[src/rtl/ahb_sram_responder.sv]
// ahb_sram_responder
//   AHB-Lite subordinate in front of a single-port synchronous SRAM.
//   Reads go to the SRAM straight from the address phase, so they never stall.
//   Writes are parked in a one-entry write buffer and drained in the next cycle
//   that has no read address phase. A read that hits the parked word is merged
//   with the buffer bytes. One exclusive-access reservation is kept for
//   hexcl/hexokay load-linked/store-conditional support.
//
// Ports
//   clk, rst                  clock, asynchronous active-high reset
//   ahbls_hready .. hwdata    AHB-Lite subordinate request side
//   ahbls_hready_resp, hresp  transfer response (zero wait, or two-cycle error)
//   ahbls_hexokay             exclusive access okay, valid in data phase
//   ahbls_hrdata              read data, valid in data phase
//   sram_addr/ce/we/wbe/wdata SRAM request, at most one access per cycle
//   sram_rdata                SRAM read data, one cycle after a ce read
module ahb_sram_responder #(
    parameter int W_ADDR = 32,
    parameter int W_DATA = 32,
    parameter int DEPTH  = 1024
) (
    input  logic                     clk,
    input  logic                     rst,
    input  logic                     ahbls_hready,
    input  logic                     ahbls_hsel,
    input  logic [W_ADDR-1:0]        ahbls_haddr,
    input  logic                     ahbls_hwrite,
    input  logic [1:0]               ahbls_htrans,
    input  logic [2:0]               ahbls_hsize,
    input  logic                     ahbls_hexcl,
    input  logic [7:0]               ahbls_hmaster,
    input  logic [W_DATA-1:0]        ahbls_hwdata,
    output logic                     ahbls_hready_resp,
    output logic                     ahbls_hresp,
    output logic                     ahbls_hexokay,
    output logic [W_DATA-1:0]        ahbls_hrdata,
    output logic [$clog2(DEPTH)-1:0] sram_addr,
    output logic                     sram_ce,
    output logic                     sram_we,
    output logic [3:0]               sram_wbe,
    output logic [31:0]              sram_wdata,
    input  logic [31:0]              sram_rdata
);

    localparam int AW = $clog2(DEPTH);

    logic          aph, aph_err, aph_rd, aph_wr, misalign, res_match;
    logic [AW-1:0] aph_word;
    logic [3:0]    aph_wbe;

    // Control state (reset)
    logic          err1_q, err1_d, err2_q, err2_d;
    logic          rd_dph_q, rd_dph_d, wr_dph_q, wr_dph_d, exok_q, exok_d;
    logic          buf_valid_q, buf_valid_d, res_valid_q, res_valid_d;
    // Data state (no reset)
    logic [AW-1:0] dph_addr_q, dph_addr_d, buf_addr_q, buf_addr_d, res_addr_q, res_addr_d;
    logic [3:0]    dph_wbe_q, dph_wbe_d, buf_wbe_q, buf_wbe_d;
    logic [31:0]   buf_data_q, buf_data_d;
    logic [7:0]    res_master_q, res_master_d;

    logic unused_htrans0;
    assign unused_htrans0 = ahbls_htrans[0];

    // Address phase decode; reset masks acceptance so the SRAM is idle in reset.
    assign aph      = !rst && ahbls_hready && ahbls_hsel && ahbls_htrans[1];
    assign aph_word = ahbls_haddr[AW+1:2];

    always_comb begin
        misalign = 1'b0;
        aph_wbe  = 4'b0000;
        case (ahbls_hsize)
            3'd0: aph_wbe = 4'b0001 << ahbls_haddr[1:0];
            3'd1: begin
                misalign = ahbls_haddr[0];
                aph_wbe  = ahbls_haddr[1] ? 4'b1100 : 4'b0011;
            end
            3'd2: begin
                misalign = |ahbls_haddr[1:0];
                aph_wbe  = 4'b1111;
            end
            default: ;
        endcase
    end

    assign aph_err = aph && ((ahbls_haddr[W_ADDR-1:2] >= (W_ADDR-2)'(DEPTH))
                             || (ahbls_hsize > 3'd2) || misalign);
    assign aph_rd    = aph && !aph_err && !ahbls_hwrite;
    assign aph_wr    = aph && !aph_err &&  ahbls_hwrite;
    assign res_match = res_valid_q && (res_master_q == ahbls_hmaster) && (res_addr_q == aph_word);

    always_comb begin
        err1_d       = aph_err;
        err2_d       = err1_q;
        rd_dph_d     = aph_rd;
        // A failed exclusive write still gets a data phase, but never loads the buffer.
        wr_dph_d     = aph_wr && !(ahbls_hexcl && !res_match);
        exok_d       = ahbls_hexcl && (aph_rd || (aph_wr && res_match));
        dph_addr_d   = aph ? aph_word : dph_addr_q;
        dph_wbe_d    = aph ? aph_wbe  : dph_wbe_q;

        // Drain whenever the SRAM port is not claimed by a read.
        buf_valid_d  = buf_valid_q && aph_rd;
        buf_addr_d   = buf_addr_q;
        buf_wbe_d    = buf_wbe_q;
        buf_data_d   = buf_data_q;
        // The preceding write address phase drained the buffer, so loading never overwrites.
        if (wr_dph_q) begin
            buf_valid_d = 1'b1;
            buf_addr_d  = dph_addr_q;
            buf_wbe_d   = dph_wbe_q;
            buf_data_d  = ahbls_hwdata[31:0];
        end

        res_valid_d  = res_valid_q;
        res_master_d = res_master_q;
        res_addr_d   = res_addr_q;
        if (aph_rd && ahbls_hexcl) begin
            res_valid_d  = 1'b1;
            res_master_d = ahbls_hmaster;
            res_addr_d   = aph_word;
        end else if (aph_wr && (ahbls_hexcl || res_addr_q == aph_word)) begin
            res_valid_d  = 1'b0;
        end
    end

    always_ff @(posedge clk or posedge rst) begin
        if (rst) begin
            err1_q      <= 1'b0;
            err2_q      <= 1'b0;
            rd_dph_q    <= 1'b0;
            wr_dph_q    <= 1'b0;
            exok_q      <= 1'b0;
            buf_valid_q <= 1'b0;
            res_valid_q <= 1'b0;
        end else begin
            err1_q      <= err1_d;
            err2_q      <= err2_d;
            rd_dph_q    <= rd_dph_d;
            wr_dph_q    <= wr_dph_d;
            exok_q      <= exok_d;
            buf_valid_q <= buf_valid_d;
            res_valid_q <= res_valid_d;
        end
    end

    always_ff @(posedge clk) begin
        dph_addr_q   <= dph_addr_d;
        dph_wbe_q    <= dph_wbe_d;
        buf_addr_q   <= buf_addr_d;
        buf_wbe_q    <= buf_wbe_d;
        buf_data_q   <= buf_data_d;
        res_master_q <= res_master_d;
        res_addr_q   <= res_addr_d;
    end

    // SRAM port: a read address phase has priority over the buffer drain.
    assign sram_ce    = aph_rd || buf_valid_q;
    assign sram_we    = !aph_rd && buf_valid_q;
    assign sram_addr  = aph_rd ? aph_word : buf_addr_q;
    assign sram_wbe   = aph_rd ? 4'b0000 : buf_wbe_q;
    assign sram_wdata = buf_data_q;

    assign ahbls_hready_resp = !err1_q;
    assign ahbls_hresp       = err1_q || err2_q;
    assign ahbls_hexokay     = exok_q;

    // Read data: bytes still parked in the buffer override stale SRAM lanes.
    always_comb begin
        ahbls_hrdata = sram_rdata;
        for (int i = 0; i < 4; i++) begin
            if (rd_dph_q && buf_valid_q && (buf_addr_q == dph_addr_q) && buf_wbe_q[i])
                ahbls_hrdata[8*i +: 8] = buf_data_q[8*i +: 8];
        end
    end

endmodule

[config.mk]
export PLATFORM = sky130hd
export DESIGN_NAME = ahb_sram_responder
export DESIGN_NICKNAME = d
export VERILOG_FILES = /design/src/rtl/ahb_sram_responder.sv
export SDC_FILE = /design/constraint.sdc
export NUM_CORES = 1
export LEC_CHECK = 0
export CAP_MARGIN = 20
export CORE_ASPECT_RATIO = 1.1
export CORE_MARGIN = 1
export CORE_UTILIZATION = 42
export CTS_CLUSTER_DIAMETER = 50
export DETAILED_ROUTE_END_ITERATION = 7
export HOLD_SLACK_MARGIN = 0.15
export PLACE_DENSITY = 0.86
export SLEW_MARGIN = 20
export SYNTH_ARGS = -nofsm -noshare
export SYNTH_HDL_FRONTEND = slang
export SYNTH_SLANG_ARGS = --single-unit
[constraint.sdc]
create_clock -name clk -period 3.63 [get_ports clk]
set_clock_uncertainty 0.1 [all_clocks]
set_input_delay 0.363 -clock clk [delete_from_list [all_inputs] [get_ports clk]]
set_output_delay 0.363 -clock clk [all_outputs]
set_load 0.02 [all_outputs]
After elaboration in Yosys (flattened, before gate mapping)
Index checks and enable logic that the tools add are counted.
- output and inout port bits: 83
- bits in registers: 85
- reduce and logical (&&, ||, !) cells: 39
- multiplexer cells: 12
- order comparisons: 2
- eq/ne operators: 5
- shift-type cells: 1
- operator list (kind ; number):
    8-bit 2-to-1 mux ; 4
    30-bit by 11-bit greater-or-equal comparator with 1-bit output (second input constant) ; 1
    1-bit logical AND ; 23
    10-bit equality test ; 2
    4-bit one-hot mux with 3 select lines ; 1
    10-bit 2-to-1 mux ; 1
    8-bit equality test ; 1
    4-bit 2-to-1 mux ; 2
    1-bit zero test ; 7
    1-bit logical OR ; 6
    1-bit by 2-bit << shifter with 4-bit output (first input constant) ; 1
    3-bit by 1-bit equality test with 1-bit output (second input constant) ; 1
    3-bit by 2-bit equality test with 1-bit output (second input constant) ; 1
    3-bit by 2-bit greater-than comparator with 1-bit output (second input constant) ; 1
    3-bit zero test ; 1
    1-bit 2-to-1 mux ; 3
    1-bit one-hot mux with 2 select lines ; 1
    2-bit nonzero test ; 1
    2-bit OR reduction ; 1

Depth between registers and ports, before layout
- depth after elaboration: 11
- mapped depth: 7

Worst setup path after synthesis
OpenSTA, ideal clock, no wires.
- path type: input to register
- from: input port ahbls_haddr[19]
- to: register res_addr_q[0], enable pin
- stages on the path: 4
- buffers on the path: 0
- slack: 0.372 ns
- library setup time: 0.416 ns
- arrival: 2.742 ns
- data required time: 3.114 ns
- cell sequence: nor4_1 -> nand4_1 -> or4_1 -> nor3_1
- cells in the longest elaborated chain, start to end: 8
- RTL lines (element ; RTL line ; source):
    start, declared ; 26 ; input logic [W_ADDR-1:0] ahbls_haddr,
    30-bit by 11-bit greater-or-equal comparator with 1-bit output ; 85 ; assign aph_err = aph && ((ahbls_haddr[W_ADDR-1:2] >= (W_ADDR-2)'(DEPTH))
    1-bit logical OR (2 in a row) ; 86 ; || (ahbls_hsize > 3'd2) || misalign);
    1-bit logical AND ; 85 ;
    1-bit zero test ; 87 ; assign aph_rd = aph && !aph_err && !ahbls_hwrite;
    1-bit logical AND (2 in a row) ; 87 ;
    1-bit logical AND ; 117 ; if (aph_rd && ahbls_hexcl) begin
    end signal, assigned ; 153 ; res_addr_q <= res_addr_d;
    end, declared ; 56 ; logic [AW-1:0] dph_addr_q, dph_addr_d, buf_addr_q, buf_addr_d, res_addr_q, res_addr_d;
Every way passes these cells.
A chain may end at the register's enable or synchronous reset.

Worst setup path after layout
- from: register dph_addr_q[9]
- to: output port ahbls_hrdata[0]
- cells in the longest elaborated chain, start to end: 4
- RTL lines (element ; RTL line ; source):
    start, declared ; 56 ;
    start signal, assigned ; 147 ; dph_addr_q <= dph_addr_d;
    10-bit equality test ; 171 ; if (rd_dph_q && buf_valid_q && (buf_addr_q == dph_addr_q) && buf_wbe_q[i])
    1-bit logical AND (2 in a row) ; 171 ;
    8-bit 2-to-1 mux ; 171 ;
    end, declared ; 36 ; output logic [W_DATA-1:0] ahbls_hrdata,
Every way passes these cells.

==> flow_summary.json <==
{
  "yosys.area.top_type": "edfxtp_1",
  "wl_per_cell_um": 16.7,
  "clk_latency_ps": 340,
  "die_w_um": 91.1,
  "grt_max_degree": 48,
  "rr_worst_depth": 5,
  "rsz0062_at_grt": "no",
  "cts_num_sinks": 85,
  "core_area_um2": 8410,
  "drv_slew": 0,
  "path_clk_slew_ps": 80,
  "ys_ff_latch": 85,
  "path_class": "register to output pin",
  "num_vias": 2832,
  "routed_wl_mm": 9.36,
  "syn_nets": 342,
  "antennaDiodeCount": 0,
  "power_mw": 1.96,
  "worstHoldPathType": "primary input to asynchronous set/reset pin",
  "power.leakage_nw": 2.10,
  "clockBufferDepth": 2,
  "drive_above_1_share": 0.163,
  "place_ws_ps": 274,
  "setup_ws_ps": 224,
  "cts_tree": "yes",
  "synth.area.top_cells": "edfxtp_1 64%, mux2_2 12%, dfrtp_1 4.8%, xnor2_1 3.6%, xor2_1 3.1%",
  "netlist.area_leader.share": 0.639,
  "final_nets": 560,
  "ys.flop_type": "edfxtp_1",
  "synth_warnings": 0,
  "cts-root-buf": "clkbuf_8",
  "synth_cell_types": 28,
  "cp_data_arrival_time_ps": 2940,
  "drt_iter0_drc": 83,
  "cts.repair.resized": 0,
  "clock.fmax_mhz": 294,
  "avgSynthCellArea_um2": 16.2,
  "die_height_um": 100,
  "powerDensity_nw_per_um2": 325,
  "relSlewSlack": 0.309,
  "dieArea_um2": 9110,
  "start_util": 0.436,
  "synth_commonest_cells": "78 x edfxtp_1, 40 x mux2_2, 15 x xnor2_1",
  "synth_edf_count": 78,
  "dpl_cell_area_um2": 5850,
  "syn_inst": 227,
  "cts_made_buffers": 9,
  "synth_sequential_area_ratio": 0.686,
  "syn-cell-area_um2": 3670,
  "reg2reg_to": "wr_dph_q",
  "io_buffers": 196,
  "outcome": "finished, final reports clean",
  "tns_ps": 0,
  "globalRouteOverflowTotal": 0,
  "cp_cell_sequence": "xnor2_1 -> nand4_1 -> nor4_2 -> nand2_1 -> mux2_1 -> clkdlybuf4s50_1",
  "dr.pass1.iters": 4,
  "maxCapViolCount": 0,
  "grtUsageTotal": 0.209,
  "end_kind": "output pin",
  "num_rows": 35,
  "vias_per_cell": 5.06,
  "hpwl_mm": 7.40,
  "crit_fanout": 8,
  "cp-start-kind": "register",
  "ir_drop_uv": 177,
  "slowest_delay_ps": 540,
  "antenna_found_initial": 0,
  "design_area_um2": 6030,
  "grt_pass1_wl_mm": 14.4,
  "grt_pass1_vias": 2882,
  "cts_setup_buffers": 0,
  "crit_family": "simple AND/OR/NAND/NOR gates",
  "post-route-period-util": 0.938,
  "fillers": 600,
  "syn2layout_area_growth_pct": 64.6,
  "hold_viol": 0,
  "instances_no_fill": 560,
  "async_reset_ff_frac": 0.0824,
  "slowest_stage": "clkdlybuf4s50_1",
  "top_level_ports": 198,
  "route.detailed.drc": 0,
  "tightest_slew_ps": 1040,
  "worst_ep_required_time_ps": 3170,
  "place_congestion": 0.801,
  "rrSetupSlack_ps": 1450,
  "yosysMostFrequentCell": "edfxtp_1",
  "min_period_ps": 3410,
  "rr_startpoint": "res_addr_q[6]",
  "path_buf_inv": 1,
  "h-tree-depth": 3,
  "ctsHoldBuffers": 0,
  "setup_violations": 0,
  "dpl.cell_count": 545,
  "drtAntennaViolNets": 0
}
per-stage QoR:
stage / hold WS, ps / utilization
floorplan: 74.7 / -
global placement: 299 / 0.696
detailed placement: 292 / 0.696
CTS: 239 / 0.718
global route: 267 / 0.718
finish: 249 / 0.718
flip-flops by register name, summed over array words and instances (netlist names):
| signal | count |
|---|---|
| res_master_q | 8 |
| buf_valid_q | 1 |
| sram_wdata | 32 |
| res_valid_q | 1 |
| err1_q | 1 |
| dph_addr_q | 10 |
| buf_wbe_q | 4 |
| res_addr_q | 10 |
| wr_dph_q | 1 |
| buf_addr_q | 10 |
| ahbls_hexokay | 1 |
| err2_q | 1 |
| rd_dph_q | 1 |
| dph_wbe_q | 4 |
layout make-up:
| type | instances | area [µm²] | area share |
|---|---|---|---|
| multi-input cells | 134 | 1120 | 0.185 |
| flip-flops and latches | 85 | 2520 | 0.417 |
| repair buffers | 208 | 2050 | 0.340 |
| clock buffers | 11 | 131 | 0.0218 |
| clock inverters | 4 | 50.0 | 0.00829 |
| inverters | 7 | 26.3 | 0.00435 |
| well taps | 111 | 139 | 0.0230 |
where the power goes:
group	internal (mW)	leakage [nW]	total [mW]	switching (mW)
registers	1.07	0.793	1.07	0.00286
clock network	0.314	0.0854	0.633	0.319
logic	0.168	1.22	0.254	0.0863
tightest hold or removal path, cell delays in order:
cell	delay (ps)
clkdlybuf4s50_1	400
inv_1	100
buf_4	170
per-layer routing:
layer  part of all wire  global-route usage
met5                  0                   0
met2               0.54               0.392
met3              0.067              0.0417
met4              0.012              0.0794
met1               0.38               0.236
cells by family (layout without fill, tap and decap cells):
group                  count (synthesis)  in the layout  synth area share
buffers and inverters                  8            230            0.0102
multiplexers                          42             42             0.129
flip-flops                            85             85             0.686
AND/OR/NAND/NOR                       51             51            0.0846
XOR/XNOR                              28             28            0.0669
AO/OA/AOI/OAI                         13             13            0.0229
how the worst max path moves through the flow:
| stage | from | endpoint | slack (ps) | cells after the start |
|---|---|---|---|---|
| floorplan | ahbls_haddr[19] | res_addr_q[0] | 370 | 4 |
| global placement | ahbls_haddr[10] | sram_addr[8] | 340 | 8 |
| detailed placement | ahbls_haddr[12] | sram_addr[8] | 270 | 7 |
| CTS | buf_addr_q[9] | ahbls_hrdata[0] | 160 | 6 |
| global route | dph_addr_q[1] | ahbls_hrdata[22] | 1 | 6 |
| finish | dph_addr_q[9] | ahbls_hrdata[0] | 220 | 6 |
cells in the final DEF (no fill, tap or decap), types with 2 or more instances in the layout:
cell / n
nor2b_1: 5
dfrtp_1: 6
mux2_2: 40
or4_1: 2
xor2_1: 13
a21o_1: 2
nor3_1: 2
clkbuf_1: 2
nor2_1: 6
clkinvlp_4: 2
a21oi_1: 6
or2_2: 2
clkbuf_8: 9
nand3_1: 5
o21ai_0: 3
edfxtp_1: 78
nor4_1: 10
buf_4: 12
nand2_1: 6
mux2_1: 2
inv_1: 7
xnor2_1: 15
clkdlybuf4s50_1: 196
nand4_1: 6
No activity file was read; power rests on OpenSTA's default activity.
